File: config.mk
export PLATFORM = sky130hd
export DESIGN_NAME = alu_issue_unit_flat
export DESIGN_NICKNAME = d
export VERILOG_FILES = /design/src/rtl/alu_issue_pkg.sv /design/src/rtl/alu_issue_if.sv /design/src/rtl/alu_cmd_fifo.sv /design/src/rtl/alu_issue_unit.sv /design/src/flat_wrapper.sv
export SDC_FILE = /design/constraint.sdc
export NUM_CORES = 1
export LEC_CHECK = 0
export CORE_ASPECT_RATIO = 0.8
export CORE_MARGIN = 2
export CORE_UTILIZATION = 59
export DETAILED_ROUTE_END_ITERATION = 10
export GPL_TIMING_DRIVEN = 0
export PLACE_DENSITY_LB_ADDON = 0.15
export SYNTH_ARGS = -nofsm -noshare
export SYNTH_HDL_FRONTEND = slang
export SYNTH_HIERARCHICAL = 1
export SYNTH_SLANG_ARGS = --single-unit
export TNS_END_PERCENT = 20
File: constraint.sdc
create_clock -name clk -period 8.15 [get_ports clk]
set_input_delay 2.445 -clock clk [delete_from_list [all_inputs] [get_ports clk]]
set_output_delay 2.445 -clock clk [all_outputs]
set_load 0.03 [all_outputs]
File: src/rtl/alu_issue_pkg.sv
// Shared types for the ALU issue front-end: opcodes, FSM states and the queued command entry.
package alu_issue_pkg;

    localparam int ISSUE_WIDTH = 4;
    localparam int ISSUE_TAG_W = 4;

    localparam logic [ISSUE_WIDTH-1:0] OP_ADD = ISSUE_WIDTH'(0);
    localparam logic [ISSUE_WIDTH-1:0] OP_SUB = ISSUE_WIDTH'(1);
    localparam logic [ISSUE_WIDTH-1:0] OP_MUL = ISSUE_WIDTH'(2);
    localparam logic [ISSUE_WIDTH-1:0] OP_DIV = ISSUE_WIDTH'(3);

    typedef enum logic [2:0] {
        ST_IDLE   = 3'd0,
        ST_CLEAR  = 3'd1,
        ST_SETTLE = 3'd2,
        ST_START  = 3'd3,
        ST_WAIT   = 3'd4,
        ST_RESULT = 3'd5
    } issue_state_t;

    // Entry widths are fixed here; the top's WIDTH/TAG_W default to these values.
    typedef struct packed {
        logic [ISSUE_TAG_W-1:0] tag;
        logic [ISSUE_WIDTH-1:0] opcode;
        logic [ISSUE_WIDTH-1:0] in1;
        logic [ISSUE_WIDTH-1:0] in2;
    } cmd_entry_t;

    function automatic logic op_is_legal(input logic [ISSUE_WIDTH-1:0] op);
        case (op)
            OP_ADD, OP_SUB, OP_MUL, OP_DIV: return 1'b1;
            default:                        return 1'b0;
        endcase
    endfunction

endpackage

File: src/rtl/alu_issue_if.sv
// Command and result handshakes of the ALU issue unit.
interface alu_issue_if #(
    parameter int WIDTH = 4,
    parameter int TAG_W = 4
);
    logic             cmd_valid;
    logic             cmd_ready;
    logic [WIDTH-1:0] cmd_opcode;
    logic [WIDTH-1:0] cmd_in1;
    logic [WIDTH-1:0] cmd_in2;

    logic             res_valid;
    logic             res_ready;
    logic [WIDTH-1:0] res_high;
    logic [WIDTH-1:0] res_low;
    logic             res_flag;
    logic             res_err;
    logic [TAG_W-1:0] res_tag;

    modport master (
        output cmd_valid, cmd_opcode, cmd_in1, cmd_in2, res_ready,
        input  cmd_ready, res_valid, res_high, res_low, res_flag, res_err, res_tag
    );

    modport slave (
        input  cmd_valid, cmd_opcode, cmd_in1, cmd_in2, res_ready,
        output cmd_ready, res_valid, res_high, res_low, res_flag, res_err, res_tag
    );
endinterface

File: src/rtl/alu_cmd_fifo.sv
// Synchronous show-ahead FIFO; rd_data always presents the head entry.
module alu_cmd_fifo #(
    parameter int ENTRY_W = 16,
    parameter int DEPTH   = 4
) (
    input  logic                     clk,
    input  logic                     reset,
    input  logic                     wr_en,
    input  logic [ENTRY_W-1:0]       wr_data,
    input  logic                     rd_en,
    output logic [ENTRY_W-1:0]       rd_data,
    output logic                     full,
    output logic                     empty,
    output logic [$clog2(DEPTH):0]   count
);
    localparam int AW = $clog2(DEPTH);

    logic [ENTRY_W-1:0] mem [DEPTH];
    logic [AW:0]        wr_ptr;
    logic [AW:0]        rd_ptr;

    // Extra pointer bit distinguishes full from empty when the indices match.
    assign empty   = (wr_ptr == rd_ptr);
    assign full    = (wr_ptr[AW] != rd_ptr[AW]) && (wr_ptr[AW-1:0] == rd_ptr[AW-1:0]);
    assign count   = wr_ptr - rd_ptr;
    assign rd_data = mem[rd_ptr[AW-1:0]];

    always_ff @(posedge clk or negedge reset) begin
        if (!reset) begin
            wr_ptr <= '0;
            rd_ptr <= '0;
        end else begin
            if (wr_en && !full)
                wr_ptr <= wr_ptr + 1'b1;
            if (rd_en && !empty)
                rd_ptr <= rd_ptr + 1'b1;
        end
    end

    always_ff @(posedge clk) begin
        if (wr_en && !full)
            mem[wr_ptr[AW-1:0]] <= wr_data;
    end

endmodule

File: src/rtl/alu_issue_unit.sv
// Issue front-end for Sequential_ALU: queues commands, sequences clear/settle/start/wait,
// and returns tagged results with an error flag for illegal opcodes or watchdog expiry.
//
// state     | meaning
// IDLE      | pop head if queued; legal -> CLEAR, illegal -> RESULT with err
// CLEAR     | alu_clear high for one cycle
// SETTLE    | one quiet cycle after clear
// START     | alu_start high for one cycle, watchdog loaded
// WAIT      | wait for alu_done or watchdog terminal count
// RESULT    | res_valid held until res_ready
module alu_issue_unit
    import alu_issue_pkg::*;
#(
    parameter int WIDTH   = ISSUE_WIDTH,
    parameter int DEPTH   = 4,
    parameter int TAG_W   = ISSUE_TAG_W,
    parameter int TIMEOUT = 64
) (
    input  logic                   clk,
    input  logic                   reset,
    alu_issue_if.slave             bus,
    output logic                   alu_clear,
    output logic                   alu_start,
    output logic [WIDTH-1:0]       alu_opcode,
    output logic [WIDTH-1:0]       alu_in1,
    output logic [WIDTH-1:0]       alu_in2,
    input  logic [WIDTH-1:0]       alu_high,
    input  logic [WIDTH-1:0]       alu_low,
    input  logic                   alu_flag,
    input  logic                   alu_done,
    output logic [$clog2(DEPTH):0] fifo_count
);
    localparam int WD_W = $clog2(TIMEOUT + 1);

    issue_state_t     state, state_nxt;
    cmd_entry_t       push_entry, head_entry;
    logic             fifo_full, fifo_empty;
    logic             push, pop, head_legal;
    logic [TAG_W-1:0] tag_cnt;
    logic [TAG_W-1:0] cur_tag;
    logic [WD_W-1:0]  wd_cnt;

    assign bus.cmd_ready = !fifo_full;
    assign bus.res_valid = (state == ST_RESULT);
    assign push          = bus.cmd_valid && !fifo_full;
    assign pop           = (state == ST_IDLE) && !fifo_empty;
    assign head_legal    = op_is_legal(head_entry.opcode);
    assign push_entry    = '{tag: tag_cnt, opcode: bus.cmd_opcode, in1: bus.cmd_in1, in2: bus.cmd_in2};

    alu_cmd_fifo #(
        .ENTRY_W ($bits(cmd_entry_t)),
        .DEPTH   (DEPTH)
    ) u_fifo (
        .clk     (clk),
        .reset   (reset),
        .wr_en   (push),
        .wr_data (push_entry),
        .rd_en   (pop),
        .rd_data (head_entry),
        .full    (fifo_full),
        .empty   (fifo_empty),
        .count   (fifo_count)
    );

    always_comb begin
        state_nxt = state;
        case (state)
            ST_IDLE:   if (!fifo_empty) state_nxt = head_legal ? ST_CLEAR : ST_RESULT;
            ST_CLEAR:  state_nxt = ST_SETTLE;
            ST_SETTLE: state_nxt = ST_START;
            ST_START:  state_nxt = ST_WAIT;
            ST_WAIT:   if (alu_done || wd_cnt == '0) state_nxt = ST_RESULT;
            ST_RESULT: if (bus.res_ready) state_nxt = ST_IDLE;
            default:   state_nxt = ST_IDLE;
        endcase
    end

    always_ff @(posedge clk or negedge reset) begin
        if (!reset)
            tag_cnt <= '0;
        else if (push)
            tag_cnt <= tag_cnt + 1'b1;
    end

    always_ff @(posedge clk or negedge reset) begin
        if (!reset) begin
            state        <= ST_IDLE;
            alu_clear    <= 1'b0;
            alu_start    <= 1'b0;
            alu_opcode   <= '0;
            alu_in1      <= '0;
            alu_in2      <= '0;
            cur_tag      <= '0;
            wd_cnt       <= '0;
            bus.res_high <= '0;
            bus.res_low  <= '0;
            bus.res_flag <= 1'b0;
            bus.res_err  <= 1'b0;
            bus.res_tag  <= '0;
        end else begin
            state     <= state_nxt;
            // Registered strobes keep the ALU's clear/start lines free of decode glitches.
            alu_clear <= (state_nxt == ST_CLEAR);
            alu_start <= (state_nxt == ST_START);

            if (pop) begin
                cur_tag <= head_entry.tag;
                if (head_legal) begin
                    alu_opcode <= head_entry.opcode;
                    alu_in1    <= head_entry.in1;
                    alu_in2    <= head_entry.in2;
                end else begin
                    bus.res_high <= '0;
                    bus.res_low  <= '0;
                    bus.res_flag <= 1'b0;
                    bus.res_err  <= 1'b1;
                    bus.res_tag  <= head_entry.tag;
                end
            end

            if (state == ST_START)
                wd_cnt <= WD_W'(TIMEOUT - 1);
            else if (state == ST_WAIT && wd_cnt != '0)
                wd_cnt <= wd_cnt - 1'b1;

            // A done in the terminal-count cycle still wins over the timeout.
            if (state == ST_WAIT) begin
                if (alu_done) begin
                    bus.res_high <= alu_high;
                    bus.res_low  <= alu_low;
                    bus.res_flag <= alu_flag;
                    bus.res_err  <= 1'b0;
                    bus.res_tag  <= cur_tag;
                end else if (wd_cnt == '0) begin
                    bus.res_high <= '0;
                    bus.res_low  <= '0;
                    bus.res_flag <= 1'b0;
                    bus.res_err  <= 1'b1;
                    bus.res_tag  <= cur_tag;
                end
            end
        end
    end

endmodule

File: src/flat_wrapper.sv
// flat-port wrapper written by rule: the top's interface ports become plain ports
module alu_issue_unit_flat import alu_issue_pkg::*;
#(
    parameter int WIDTH   = ISSUE_WIDTH,
    parameter int DEPTH   = 4,
    parameter int TAG_W   = ISSUE_TAG_W,
    parameter int TIMEOUT = 64
)
  (clk, reset, alu_clear, alu_start, alu_opcode, alu_in1, alu_in2, alu_high, alu_low, alu_flag, alu_done, fifo_count, bus_cmd_valid, bus_cmd_opcode, bus_cmd_in1, bus_cmd_in2, bus_res_ready, bus_cmd_ready, bus_res_valid, bus_res_high, bus_res_low, bus_res_flag, bus_res_err, bus_res_tag);
  alu_issue_if #(.WIDTH(WIDTH), .TAG_W(TAG_W)) bus_i ();
  input  logic clk;
  input  logic reset;
  output logic alu_clear;
  output logic alu_start;
  output logic [WIDTH-1:0] alu_opcode;
  output logic [WIDTH-1:0] alu_in1;
  output logic [WIDTH-1:0] alu_in2;
  input  logic [WIDTH-1:0] alu_high;
  input  logic [WIDTH-1:0] alu_low;
  input  logic alu_flag;
  input  logic alu_done;
  output logic [$clog2(DEPTH):0] fifo_count;
  input wire logic [$bits(bus_i.cmd_valid)-1:0] bus_cmd_valid;
  input wire logic [$bits(bus_i.cmd_opcode)-1:0] bus_cmd_opcode;
  input wire logic [$bits(bus_i.cmd_in1)-1:0] bus_cmd_in1;
  input wire logic [$bits(bus_i.cmd_in2)-1:0] bus_cmd_in2;
  input wire logic [$bits(bus_i.res_ready)-1:0] bus_res_ready;
  output wire logic [$bits(bus_i.cmd_ready)-1:0] bus_cmd_ready;
  output wire logic [$bits(bus_i.res_valid)-1:0] bus_res_valid;
  output wire logic [$bits(bus_i.res_high)-1:0] bus_res_high;
  output wire logic [$bits(bus_i.res_low)-1:0] bus_res_low;
  output wire logic [$bits(bus_i.res_flag)-1:0] bus_res_flag;
  output wire logic [$bits(bus_i.res_err)-1:0] bus_res_err;
  output wire logic [$bits(bus_i.res_tag)-1:0] bus_res_tag;
  assign bus_i.cmd_valid = bus_cmd_valid;
  assign bus_i.cmd_opcode = bus_cmd_opcode;
  assign bus_i.cmd_in1 = bus_cmd_in1;
  assign bus_i.cmd_in2 = bus_cmd_in2;
  assign bus_i.res_ready = bus_res_ready;
  assign bus_cmd_ready = bus_i.cmd_ready;
  assign bus_res_valid = bus_i.res_valid;
  assign bus_res_high = bus_i.res_high;
  assign bus_res_low = bus_i.res_low;
  assign bus_res_flag = bus_i.res_flag;
  assign bus_res_err = bus_i.res_err;
  assign bus_res_tag = bus_i.res_tag;
  alu_issue_unit #(.WIDTH(WIDTH), .DEPTH(DEPTH), .TAG_W(TAG_W), .TIMEOUT(TIMEOUT)) u_core (.clk(clk), .reset(reset), .bus(bus_i), .alu_clear(alu_clear), .alu_start(alu_start), .alu_opcode(alu_opcode), .alu_in1(alu_in1), .alu_in2(alu_in2), .alu_high(alu_high), .alu_low(alu_low), .alu_flag(alu_flag), .alu_done(alu_done), .fifo_count(fifo_count));
endmodule
# [Yosys cells after proc, flatten, opt, wreduce, memory -nomap -nowiden]
# Memory sizes are Yosys's and may differ from the RTL's.
# Index checks and enable logic that the tools add are counted.
[totals] register_bits=52 ram_bits=64 input_bits=26 out_inout_bits=33 n_memories=1
[op_classes] addsub=5 n_eq_ne=13 n_mux=35 reduce_logical=16
[mem_list] memory="u_core.u_fifo.mem" words=4 word_bits=16 read_ports=1 rd_clocked_by_memory_dff=0 write_ports=1 line_no="alu_cmd_fifo.sv:18" source="logic [ENTRY_W-1:0] mem [DEPTH];"
[op_table] cell="4-bit two-way mux" count=15
[op_table] cell="3-bit one-hot mux with 6 select lines" count=1
[op_table] cell="7-bit two-way mux" count=2
[op_table] cell="1-bit two-way mux" count=13
[op_table] cell="3-bit two-way mux" count=4
[op_table] cell="3-bit by 2-bit equality test with 1-bit output (second input constant)" count=3
[op_table] cell="4-bit by 2-bit equality test with 1-bit output (second input constant)" count=2
[op_table] cell="7-bit zero test" count=1
[op_table] cell="7-bit nonzero test" count=1
[op_table] cell="7-bit by 1-bit subtractor with 7-bit output (second input constant)" count=1
[op_table] cell="3-bit by 1-bit adder with 3-bit output (second input constant)" count=2
[op_table] cell="3-bit by 1-bit equality test with 1-bit output (second input constant)" count=2
[op_table] cell="3-bit equality test (second input constant)" count=2
[op_table] cell="1-bit logical AND" count=6
[op_table] cell="4-bit by 1-bit adder with 4-bit output (second input constant)" count=1
[op_table] cell="4-bit by 1-bit equality test with 1-bit output (second input constant)" count=1
[op_table] cell="4-bit zero test" count=1
[op_table] cell="4-bit OR reduction" count=1
[op_table] cell="3-bit equality test" count=1
[op_table] cell="3-bit zero test" count=1
[op_table] cell="3-bit subtractor" count=1
[op_table] cell="2-bit equality test" count=1
[op_table] cell="1-bit zero test" count=2
[op_table] cell="2-bit AND reduction" count=1
[op_table] cell="3 further kinds" count=3

# [Depth between registers and ports, before layout]
# Gate-level depths: netlist (run 1).
# An unclocked memory read counts as a cell.
[logic_depth] depth_word=9 depth_mapped=12

# [Cells and area by module]
# Netlist (run 1), hierarchy kept.
[modules_own_cells] mod="alu_cmd_fifo" instances=1 cells_each=129 area_per_inst_um2=2772.7 seq_area_each_um2=2072.0
[modules_own_cells] mod="alu_issue_unit" instances=1 cells_each=155 area_per_inst_um2=2024.4 seq_area_each_um2=1151.1

# [Worst setup path after synthesis (run 1)]
# OpenSTA, ideal clock, no wires.
[synth_path] kind="reg-to-output" startpoint="reg u_core.u_fifo.rd_ptr[1]" endpoint="out fifo_count[2]" arrival_ns=1.773 required_time_ns=5.705 setup_slack_ns=3.932 stages_incl_launch_ff=6 cell_sequence="dfrtp_1 -> buf_2 -> buf_2 -> inv_1 -> fa_1 -> xnor2_1"
[synth_via] elab_chain_cells=1
[synth_lines] item="start, declared" line_no="alu_cmd_fifo.sv:20" source="logic [AW:0] rd_ptr;"
[synth_lines] item="start signal, assigned" line_no="alu_cmd_fifo.sv:36" source="rd_ptr <= rd_ptr + 1'b1;"
[synth_lines] item="3-bit subtractor" line_no="alu_cmd_fifo.sv:25" source="assign count = wr_ptr - rd_ptr;"
[synth_lines] item="end, declared" line_no="flat_wrapper.sv:22" source="output logic [$clog2(DEPTH):0] fifo_count;"
# No other way between the ends.

# [Final worst setup path (run 1)]
[layout_path] startpoint="reg u_core.u_fifo.rd_ptr[1]" endpoint="out bus_cmd_ready"
[layout_via] elab_chain_cells=3
[layout_lines] item="2-bit equality test" line_no="alu_cmd_fifo.sv:24" source="assign full = (wr_ptr[AW] != rd_ptr[AW]) && (wr_ptr[AW-1:0] == rd_ptr[AW-1:0]);"
[layout_lines] item="1-bit logical AND" line_no="alu_cmd_fifo.sv:24"
[layout_lines] item="net u_core.fifo_full" line_no="alu_issue_unit.sv:37" source="logic fifo_full, fifo_empty;"
[layout_lines] item="1-bit zero test" line_no="alu_issue_unit.sv:43" source="assign bus.cmd_ready = !fifo_full;"
[layout_lines] item="end, declared" line_no="flat_wrapper.sv:28" source="output wire logic [$bits(bus_i.cmd_ready)-1:0] bus_cmd_ready;"
# The timed path passes the listed nets, and every way through them passes these cells.

==> qor.txt, run 1 <==
Total Nets Final - 398
Yosys top cell by area - edfxtp_1
CP endpoint kind - output pin
Die area - 8870 um^2
Clock-pin slew on the worst setup and hold paths - 0.05 ns
Starting Density - 60.6%
DP Wirelength - 5.67 mm
Post-cts sizing count - 0
Worst-Margin Slew - 0.926 ns
Clk buf depth - 2
Fill cells - 478
Synth Area per Inst - 16.9 um^2
CTS Hold Bufs - 0
Worst ir drop on vdd - 0.479 mV
Pins over their slew limit - 0
Vias in the first global route - 2,815
Routed vias - 2,705
GRT Util Overall - 23.3%
Hold Path Depth - 1
CTS Sinks - 116
Reg2Reg Depth - 12
Share of flip-flops with an asynchronous set or reset - 44.8%
R2R setup slack - 4.67 ns
Register Area - 3220 um^2
Fraction of layout cells with a size suffix above 1 - 22.1%
CP Class - flip-flop to output pin
Setup violators final - 0
Part of the cycle the worst path needs - 65.7%
Static leakage - 2.34 nW
Routability cong. - 0.732
Final ANT Viol Nets - 0
Final WL - 9.29 mm
Initial antenna violation count - 0
RR Endpoint - u_core/alu_opcode[0]$_DFFE_PN0P_
Pin count of the biggest net entering global routing - 32
Max Clock Freq - 0.187 GHz
Post-synth EDFFs - 64
Syn Std Cell Area - 4800 um^2
# rows - 29
Crit Reg-Reg Startpoint - u_core/u_fifo/rd_ptr[1]$_DFFE_PN0P_
CP max FO - 10
Setup slack at placement - 3.30 ns
Multi-input gate area - 1440 um^2
Count of cell types in the netlist - 47
Ant. Diodes - 0
Residual DRC - 0
Power per Cell Area - 458 nW/um^2
H-tree depth - 4
Clock skew - 0.0100 ns
Setup WS post-layout - 2.79 ns
Syn Nets - 320
Overflow after GRT - 0
Most frequent cells after synthesis - 64 x edfxtp_1, 52 x dfrtp_1, 16 x mux4_2
Drt first pass iters - 4
Max-cap check violation count - 0
Setup bufs post-CTS - 0
Synth top area share - 40.1%
Dominant synthesized flop cell - edfxtp_1
Synth-to-Final Area Change - 27.0%
DIE HEIGHT - 84.7 um
Yosys warns - 6
Class of the worst hold path - flip-flop to flip-flop
Via density per instance - 5.60
Final Hold Viols - 0
First-pass GRT wire length - 15.1 mm
TritonCTS clock tree - yes
Top-count cell post-synth - edfxtp_1
Sequential-to-total area share from yosys stat - 67.2%
Max-Slew Margin vs Limit - 38.2%
CP required - 5.71 ns
Hold_sp - u_core/bus.res_flag$_DFF_PN0_
Crit start category - flip-flop
Io pins - 59
Unrepaired setup endpoints after global routing - false
Min cycle time layout - 5.36 ns
WP data arrival - 2.91 ns
Worst skew pair latency - 0.52 ns
Core area - 7910 um^2
Gate Count Post-Synth - 284
Setup TNS - 0 ns
Total clock buffers created by CTS - 17
First-iteration detailed-routing DRC count - 148
Top post-synthesis cells by area - edfxtp_1 40%, dfrtp_1 27%, mux4_2 7.5%
Post-synthesis register bit count - 116
Hold path endpoint - u_core/bus.res_flag$_DFF_PN0_
Root Driver - clkbuf_8
Die width - 105 um
Wire length per cell - 19.2 um
Number of buffers added on ports - 58
Status - completed
==> cell usage in the layout, fill, tap and decap left out, types with 6 or more instances in the layout <==
master           netlist  layout
mux2_2                 9       9
a22o_1                 9       9
mux2_4                 9       9
clkbuf_1               2       6
mux2i_1                7       7
ha_1                   9       9
nand2_1               10      10
clkbuf_16              0      16
o21ai_0                8       8
mux4_2                16      16
xnor2_1                7       7
nor2_1                10      10
inv_1                 12      12
clkdlybuf4s50_1        0      57
dfrtp_1               52      52
nand3_1                8       8
edfxtp_1              64      64
==> layer usage <==
metal  up-vias  global-route usage, %  wire length (um)
met5         -                      0                 0
met1      1395                   31.6              4170
met4         0                   9.33               112
met3         9                   7.45               397
li1       1235                      -                 -
met2        66                   35.7              4620
==> per-stage QoR <==
step,cell area (um^2),power (mW),util (%),instances,hold WS [ns]
after CTS,6090,2.81,77.0,483,0.504
after detailed placement,5530,2.08,69.9,451,0.485
final,6090,2.79,77.0,483,0.502
after global routing,6090,2.93,77.0,483,0.526
after global placement,5510,2.04,69.7,450,0.475
after floorplan,4800,1.73,-,284,0.465
==> cell families after synthesis <==
| group | Yosys count | synth area share (%) |
|---|---|---|
| adder cells (fa/ha/maj) | 10 | 2.76 |
| XOR/XNOR | 9 | 1.80 |
| AND/OR/NAND/NOR | 52 | 6.29 |
| multiplexers | 41 | 13.9 |
| flip-flops | 116 | 67.2 |
| buffers and inverters | 24 | 2.76 |
| AO/OA/AOI/OAI | 32 | 5.30 |
==> power by group <==
part | switching, mW | internal (mW)
Clock | 0.247 | 0.461
Combinational | 0.606 | 0.520
Sequential | 0.110 | 0.847
==> how the worst max path moves through the flow <==
stage	start	end	slack, ns
after CTS	u_core/u_fifo/rd_ptr[1]$_DFFE_PN0P_	bus_cmd_ready	2.74
after floorplan	u_core/u_fifo/rd_ptr[1]$_DFFE_PN0P_	fifo_count[2]	3.93
after global placement	reset	u_core/bus.res_flag$_DFF_PN0_	2.92
final	u_core/u_fifo/rd_ptr[1]$_DFFE_PN0P_	bus_cmd_ready	2.79
after global routing	u_core/u_fifo/rd_ptr[1]$_DFFE_PN0P_	bus_cmd_ready	2.64
after detailed placement	u_core/u_fifo/rd_ptr[1]$_DFFE_PN0P_	bus_cmd_ready	3.30
==> flip-flops by register name (all words and copies together) (netlist names), 4 cells and up <==
register             count
u_core/bus.res_low       4
u_core/tag_cnt           4
u_core/alu_in1           4
u_core/cur_tag           4
u_core/u_fifo/mem       64
u_core/bus.res_high      4
u_core/alu_opcode        4
u_core/bus.res_tag       4
u_core/alu_in2           4
u_core/wd_cnt            7
==> critical path, cell delays in order (launching register included) <==
cell	delay (ns)
dfrtp_1	0.35
buf_2	0.25
buf_2	0.33
inv_1	0.13
ha_1	0.33
nand3_1	0.18
inv_1	0.09
inv_1	0.06
clkdlybuf4s50_1	0.66
==> cell type report <==
| type | count | share of cell area, % |
|---|---|---|
| Clock buffer | 21 | 7.04 |
| Buffer | 12 | 1.44 |
| Tap cell | 108 | 2.22 |
| Multi-Input combinational cell | 144 | 23.7 |
| Inverter | 12 | 0.739 |
| Clock inverter | 11 | 2.22 |
| Sequential cell | 116 | 52.9 |
| Timing Repair Buffer | 59 | 9.78 |
(Power assumes the default switching activity.)
==> inputs of run 2 (changes only) <==
--- a/config.mk
+++ b/config.mk
@@ -7,7 +7,7 @@
 export LEC_CHECK = 0
 export CORE_ASPECT_RATIO = 0.8
 export CORE_MARGIN = 2
-export CORE_UTILIZATION = 59
+export CORE_UTILIZATION = 50
 export DETAILED_ROUTE_END_ITERATION = 10
 export GPL_TIMING_DRIVEN = 0
 export PLACE_DENSITY_LB_ADDON = 0.15
==> constraint.sdc (replaced) <==
create_clock -name clk -period 4.8 [get_ports clk]
set_input_delay 1.44 -clock clk [delete_from_list [all_inputs] [get_ports clk]]
set_output_delay 1.44 -clock clk [all_outputs]
set_load 0.03 [all_outputs]
==> run 2 against run 1 <==
  * Via count shrank 3.1%
  * Global-route usage shrank 4.8 points
  * Count of clock-buffer cells in the layout grew 6
  * Wire length shrank 7.1%
  * Sequential power grew 68%
  * Die area grew 17%
  * Combinational power grew 66%
  * Clock power grew 88%
  * Utilization shrank 9.7 points
  * Clock skew grew 0.0017 ns
  * Critical endpoint is now fifo_count[2]
==> qor.txt, run 2 (synthesized netlist as in run 1, its figures left out) <==
Unrepaired setup endpoints after global routing - false
Setup bufs post-CTS - 0
WP depth - 6
Total clock buffers created by CTS - 17
H-tree depth - 4
TritonCTS clock tree - yes
Static leakage - 2.38 nW
Setup TNS - 0 ns
Final instance area - 6180 um^2
Ant. Diodes - 0
Die area - 10,400 um^2
Post-cts sizing count - 0
Routed vias - 2,621
Non-filler cells in the finished layout - 490
Pin count of the biggest net entering global routing - 33
Most common cell after layout, fill and taps aside - edfxtp_1
Class of the worst hold path - flip-flop to flip-flop
Placed cell count - 458
Overflow after GRT - 0
CP Class - flip-flop to output pin
Min cycle time layout - 4.17 ns
Crit path buffers/inverters - 4
Power per Cell Area - 780 nW/um^2
First-iteration detailed-routing DRC count - 213
First-pass GRT wire length - 14.4 mm
Most frequent cell on the critical path - buf_2
Clock skew - 0.0118 ns
Clk buf depth - 2
Starting Density - 52.2%
Residual DRC - 0
Total Nets Final - 398
Final Hold Viols - 0
Status - completed
Routability cong. - 0.774
Fraction of layout cells with a size suffix above 1 - 22.9%
DP Area - 5540 um^2
Wire length per cell - 17.6 um
DIE HEIGHT - 91.6 um
# rows - 31
CP Cell Sequence - buf_2, buf_2, inv_1, fa_1, xnor2_1, clkdlybuf4s50_1
Setup violators final - 0
Die width - 114 um
Initial antenna violation count - 0
Vias in the first global route - 2,686
Final ANT Viol Nets - 0
Final WL - 8.63 mm
Synth-to-Final Area Change - 28.9%
Highest-count cells in the layout ignoring fill and taps - 64 x edfxtp_1, 57 x clkdlybuf4s50_1, 52 x dfrtp_1
Fin util - 67.3%
Hold Path Depth - 1
Worst-Margin Slew - 0.918 ns
Largest register FFs - 64
Via density per instance - 5.35
Drt first pass iters - 4
Top delay family on crit path - buffers and inverters
Io pins - 59
Hold_ws - 0.496 ns
CP max-delay cell - clkdlybuf4s50_1
CTS Sinks - 116
Core area - 9190 um^2
Worst skew pair latency - 0.40 ns
CP required - 3.36 ns
CTS Hold Bufs - 0
Root Driver - clkbuf_16
Reg2Reg Depth - 12
DP Wirelength - 5.60 mm
Max-Slew Margin vs Limit - 38.8%
Pins over their slew limit - 0
Worst ir drop on vdd - 0.607 mV
CP endpoint kind - output pin
Critical Path Max Stage Delay - 0.69 ns
GRT Util Overall - 18.5%
Crit start category - flip-flop
Clock-pin slew on the worst setup and hold paths - 0.05 ns
Number of buffers added on ports - 58
Part of the cycle the worst path needs - 87.0%
Max-cap check violation count - 0
WP data arrival - 2.73 ns
Max Clock Freq - 0.240 GHz
Fill cells - 650
CP max FO - 10
run 2: changes by cell type in the layout (fill, tap and decap cells not counted), sizes merged:
cell and delta:
clkinv -3, clkinvlp -2, bufinv -1, clkbuf +6
run 2: per-stage QoR:
step	worst slack (ns)	power [mW]
after global placement	0.586	3.48
after global routing	0.438	5.10
after CTS	0.582	4.88
after detailed placement	1.03	3.53
final	0.625	4.83
after floorplan	1.59	2.93
run 2: path summary, 6_finish.rpt:
check                                                         start                                to  slack, ns
worst max register to register  u_core/u_fifo/rd_ptr[1]$_DFFE_PN0P_  u_core/alu_opcode[0]$_DFFE_PN0P_       1.40
min in group asynchronous                                     reset  u_core/alu_opcode[1]$_DFFE_PN0P_       1.02
worst min-delay path               u_core/alu_opcode[2]$_DFFE_PN0P_  u_core/alu_opcode[2]$_DFFE_PN0P_       0.50
worst max-delay path            u_core/u_fifo/rd_ptr[1]$_DFFE_PN0P_                     fifo_count[2]       0.63
max in group asynchronous                                     reset         u_core/state[2]$_DFF_PN0_       3.20
worst min register to register     u_core/alu_opcode[2]$_DFFE_PN0P_  u_core/alu_opcode[2]$_DFFE_PN0P_       0.50
run 2: layout make-up:
cell class	instances	area, um^2	share of cell area (%)
flip-flops and latches	116	3220	52.1
multi-input cells	144	1440	23.3
repair buffers	59	596	9.63
clock buffers	27	567	9.16
well taps	115	144	2.33
plain buffers	12	87.6	1.42
clock inverters	5	81.3	1.31
inverters	12	45.0	0.728
run 2: metal layers:
metal	wire length, um	GRT usage [%]	vias to the layer above
met4	68	7.62	0
met2	4090	26.6	49
met5	0	0	-
li1	-	-	1228
met3	306	5.42	6
met1	4160	26.5	1338
run 2: report_power, final:
group          switching (mW)  internal (mW)  total [mW]  leakage (nW)
Sequential              0.170           1.44        1.61          1.21
Clock                   0.420          0.914        1.33         0.315
Combinational            1.00          0.883        1.88         0.855
Total                    1.59           3.24        4.83          2.38
==> inputs of run 3 (changes only) <==
--- a/config.mk
+++ b/config.mk
@@ -5,9 +5,12 @@
 export SDC_FILE = /design/constraint.sdc
 export NUM_CORES = 1
 export LEC_CHECK = 0
+export CAP_MARGIN = 10
+export CELL_PAD_IN_SITES_DETAIL_PLACEMENT = 0
+export CELL_PAD_IN_SITES_GLOBAL_PLACEMENT = 1
 export CORE_ASPECT_RATIO = 0.8
 export CORE_MARGIN = 2
-export CORE_UTILIZATION = 50
+export CORE_UTILIZATION = 42
 export DETAILED_ROUTE_END_ITERATION = 10
 export GPL_TIMING_DRIVEN = 0
 export PLACE_DENSITY_LB_ADDON = 0.15
==> run 3 against run 2 <==
  * Final cell count rose by 5.9%
  * Utilization decreased by 11 points
  * Critical path type unchanged
  * Sequential power barely moved
  * Non-clock buffer count is the same
  * Register-to-register slack got worse by 0.07 ns
  * Power is 2.0% lower
==> qor.txt, run 3 (synthesized netlist as in run 1, its figures left out) <==
Status - completed
Max-Slew Margin vs Limit - 38.2%
Unrepaired setup endpoints after global routing - false
Hold path endpoint - u_core/alu_opcode[2]$_DFFE_PN0P_
Largest register FFs - 64
Vias in the first global route - 2,781
CTS Sinks - 116
RR Endpoint - u_core/alu_in2[2]$_DFFE_PN0P_
WP data arrival - 2.78 ns
Residual DRC - 0
Worst ir drop on vdd - 0.547 mV
Io pins - 59
Fill cells - 890
Core area - 11,000 um^2
DP Area - 5570 um^2
Clock-pin slew on the worst setup and hold paths - 0.05 ns
CP max-delay cell - clkdlybuf4s50_1
Register Area - 3220 um^2
Clock skew - 0.00750 ns
CP Cell Sequence - buf_2, buf_2, inv_1, ha_1, nand3_1, inv_1, inv_1, clkdlybuf4s50_1
Reg2Reg Depth - 12
GRT Util Overall - 16.2%
Routed vias - 2,656
Max Clock Freq - 0.237 GHz
Hold_sp - u_core/alu_opcode[2]$_DFFE_PN0P_
Total Nets Final - 398
Min cycle time layout - 4.22 ns
H-tree depth - 4
Final instance area - 6160 um^2
Routability cong. - 0.728
Pin count of the biggest net entering global routing - 28
Die width - 123 um
Highest-count cells in the layout ignoring fill and taps - 64 x edfxtp_1, 57 x clkdlybuf4s50_1, 52 x dfrtp_1
Synth-to-Final Area Change - 28.4%
CP Class - flip-flop to output pin
Initial antenna violation count - 0
Setup TNS - 0 ns
Max-cap check violation count - 0
Setup slack at placement - 0.995 ns
Fraction of layout cells with a size suffix above 1 - 23.5%
Setup violators final - 0
Wire length per cell - 17.1 um
Static leakage - 2.34 nW
Post-cts sizing count - 0
Die area - 12,300 um^2
Most common cell after layout, fill and taps aside - edfxtp_1
Multi-input gate area - 1440 um^2
Drt first pass iters - 4
CP required - 3.36 ns
Class of the worst hold path - flip-flop to flip-flop
Total clock buffers created by CTS - 17
CP endpoint kind - output pin
Via density per instance - 5.12
Fin util - 55.9%
DIE HEIGHT - 99.6 um
Number of buffers added on ports - 58
Crit start category - flip-flop
Setup WS post-layout - 0.580 ns
# rows - 34
Hold_ws - 0.497 ns
Most frequent cell on the critical path - inv_1
Pins over their slew limit - 0
Root Driver - clkbuf_16
Power per Cell Area - 769 nW/um^2
R2R setup slack - 1.33 ns
Setup bufs post-CTS - 0
Critical Path Max Stage Delay - 0.66 ns
Crit Reg-Reg Startpoint - u_core/u_fifo/rd_ptr[1]$_DFFE_PN0P_
DP Wirelength - 5.67 mm
Hold Path Depth - 1
Clk buf depth - 2
Final WL - 8.87 mm
Overflow after GRT - 0
CP max FO - 10
CTS Hold Bufs - 0
First-iteration detailed-routing DRC count - 144
Final ANT Viol Nets - 0
Final Hold Viols - 0
Worst skew pair latency - 0.41 ns
First-pass GRT wire length - 14.5 mm
Ant. Diodes - 0
Worst-Margin Slew - 0.927 ns
Starting Density - 43.5%
TritonCTS clock tree - yes
Part of the cycle the worst path needs - 87.9%
## run 3: changes by cell type in the layout (fill, tap and decap cells not counted)
cell        change
clkinvlp_4      +4
clkbuf_1        -2
inv_6           +3
clkbuf_8        -4
clkinv_4        +2
clkbuf_16       -3
## run 3: how the worst max path moves through the flow
stage / startpoint / to / depth (start not counted)
3_3_place_gp: reset / u_core/bus.res_low[1]$_DFF_PN0_ / 1
5_1_grt: u_core/u_fifo/rd_ptr[1]$_DFFE_PN0P_ / bus_cmd_ready / 8
2_1_floorplan: u_core/u_fifo/rd_ptr[1]$_DFFE_PN0P_ / fifo_count[2] / 5
6_report: u_core/u_fifo/rd_ptr[1]$_DFFE_PN0P_ / bus_cmd_ready / 8
3_5_place_dp: u_core/u_fifo/rd_ptr[1]$_DFFE_PN0P_ / bus_cmd_ready / 8
4_1_cts: u_core/u_fifo/rd_ptr[1]$_DFFE_PN0P_ / bus_cmd_ready / 8
## run 3: critical path: cells and delay by family (launching register included)
family                   cells  cell delay (ns)
buffers and inverters        6             1.53
flip-flops                   1             0.34
adder cells (fa/ha/maj)      1             0.32
AND/OR/NAND/NOR              1             0.18
## run 3: per-layer routing
metal	wire length, um	track usage [%]	share of wire [%]	vias to the layer above
li1	-	-	-	1233
met1	4270	21.4	48	1366
met2	4200	24.8	47	45
met3	281	4.99	3.2	12
met4	116	7.17	1.3	0
met5	0	0	0	-
## run 3: report_power, final
part / internal, mW / switching [mW] / leakage, nW
Clock: 0.768 / 0.463 / 0.270
Combinational: 0.882 / 1.01 / 0.855
Sequential: 1.44 / 0.174 / 1.21
## run 3: per-stage QoR
stage / std cells / power [mW]
after floorplan: 284 / 2.93
after CTS: 519 / 4.79
after detailed placement: 487 / 3.54
after global placement: 486 / 3.50
after global routing: 519 / 5.01
final: 519 / 4.73
## run 3: final cells by class
cell class	count	area share, %
inverters	12	0.732
flip-flops and latches	116	52.3
multi-input cells	144	23.4
repair buffers	59	9.67
clock inverters	14	2.52
well taps	144	2.93
clock buffers	18	6.97
plain buffers	12	1.42
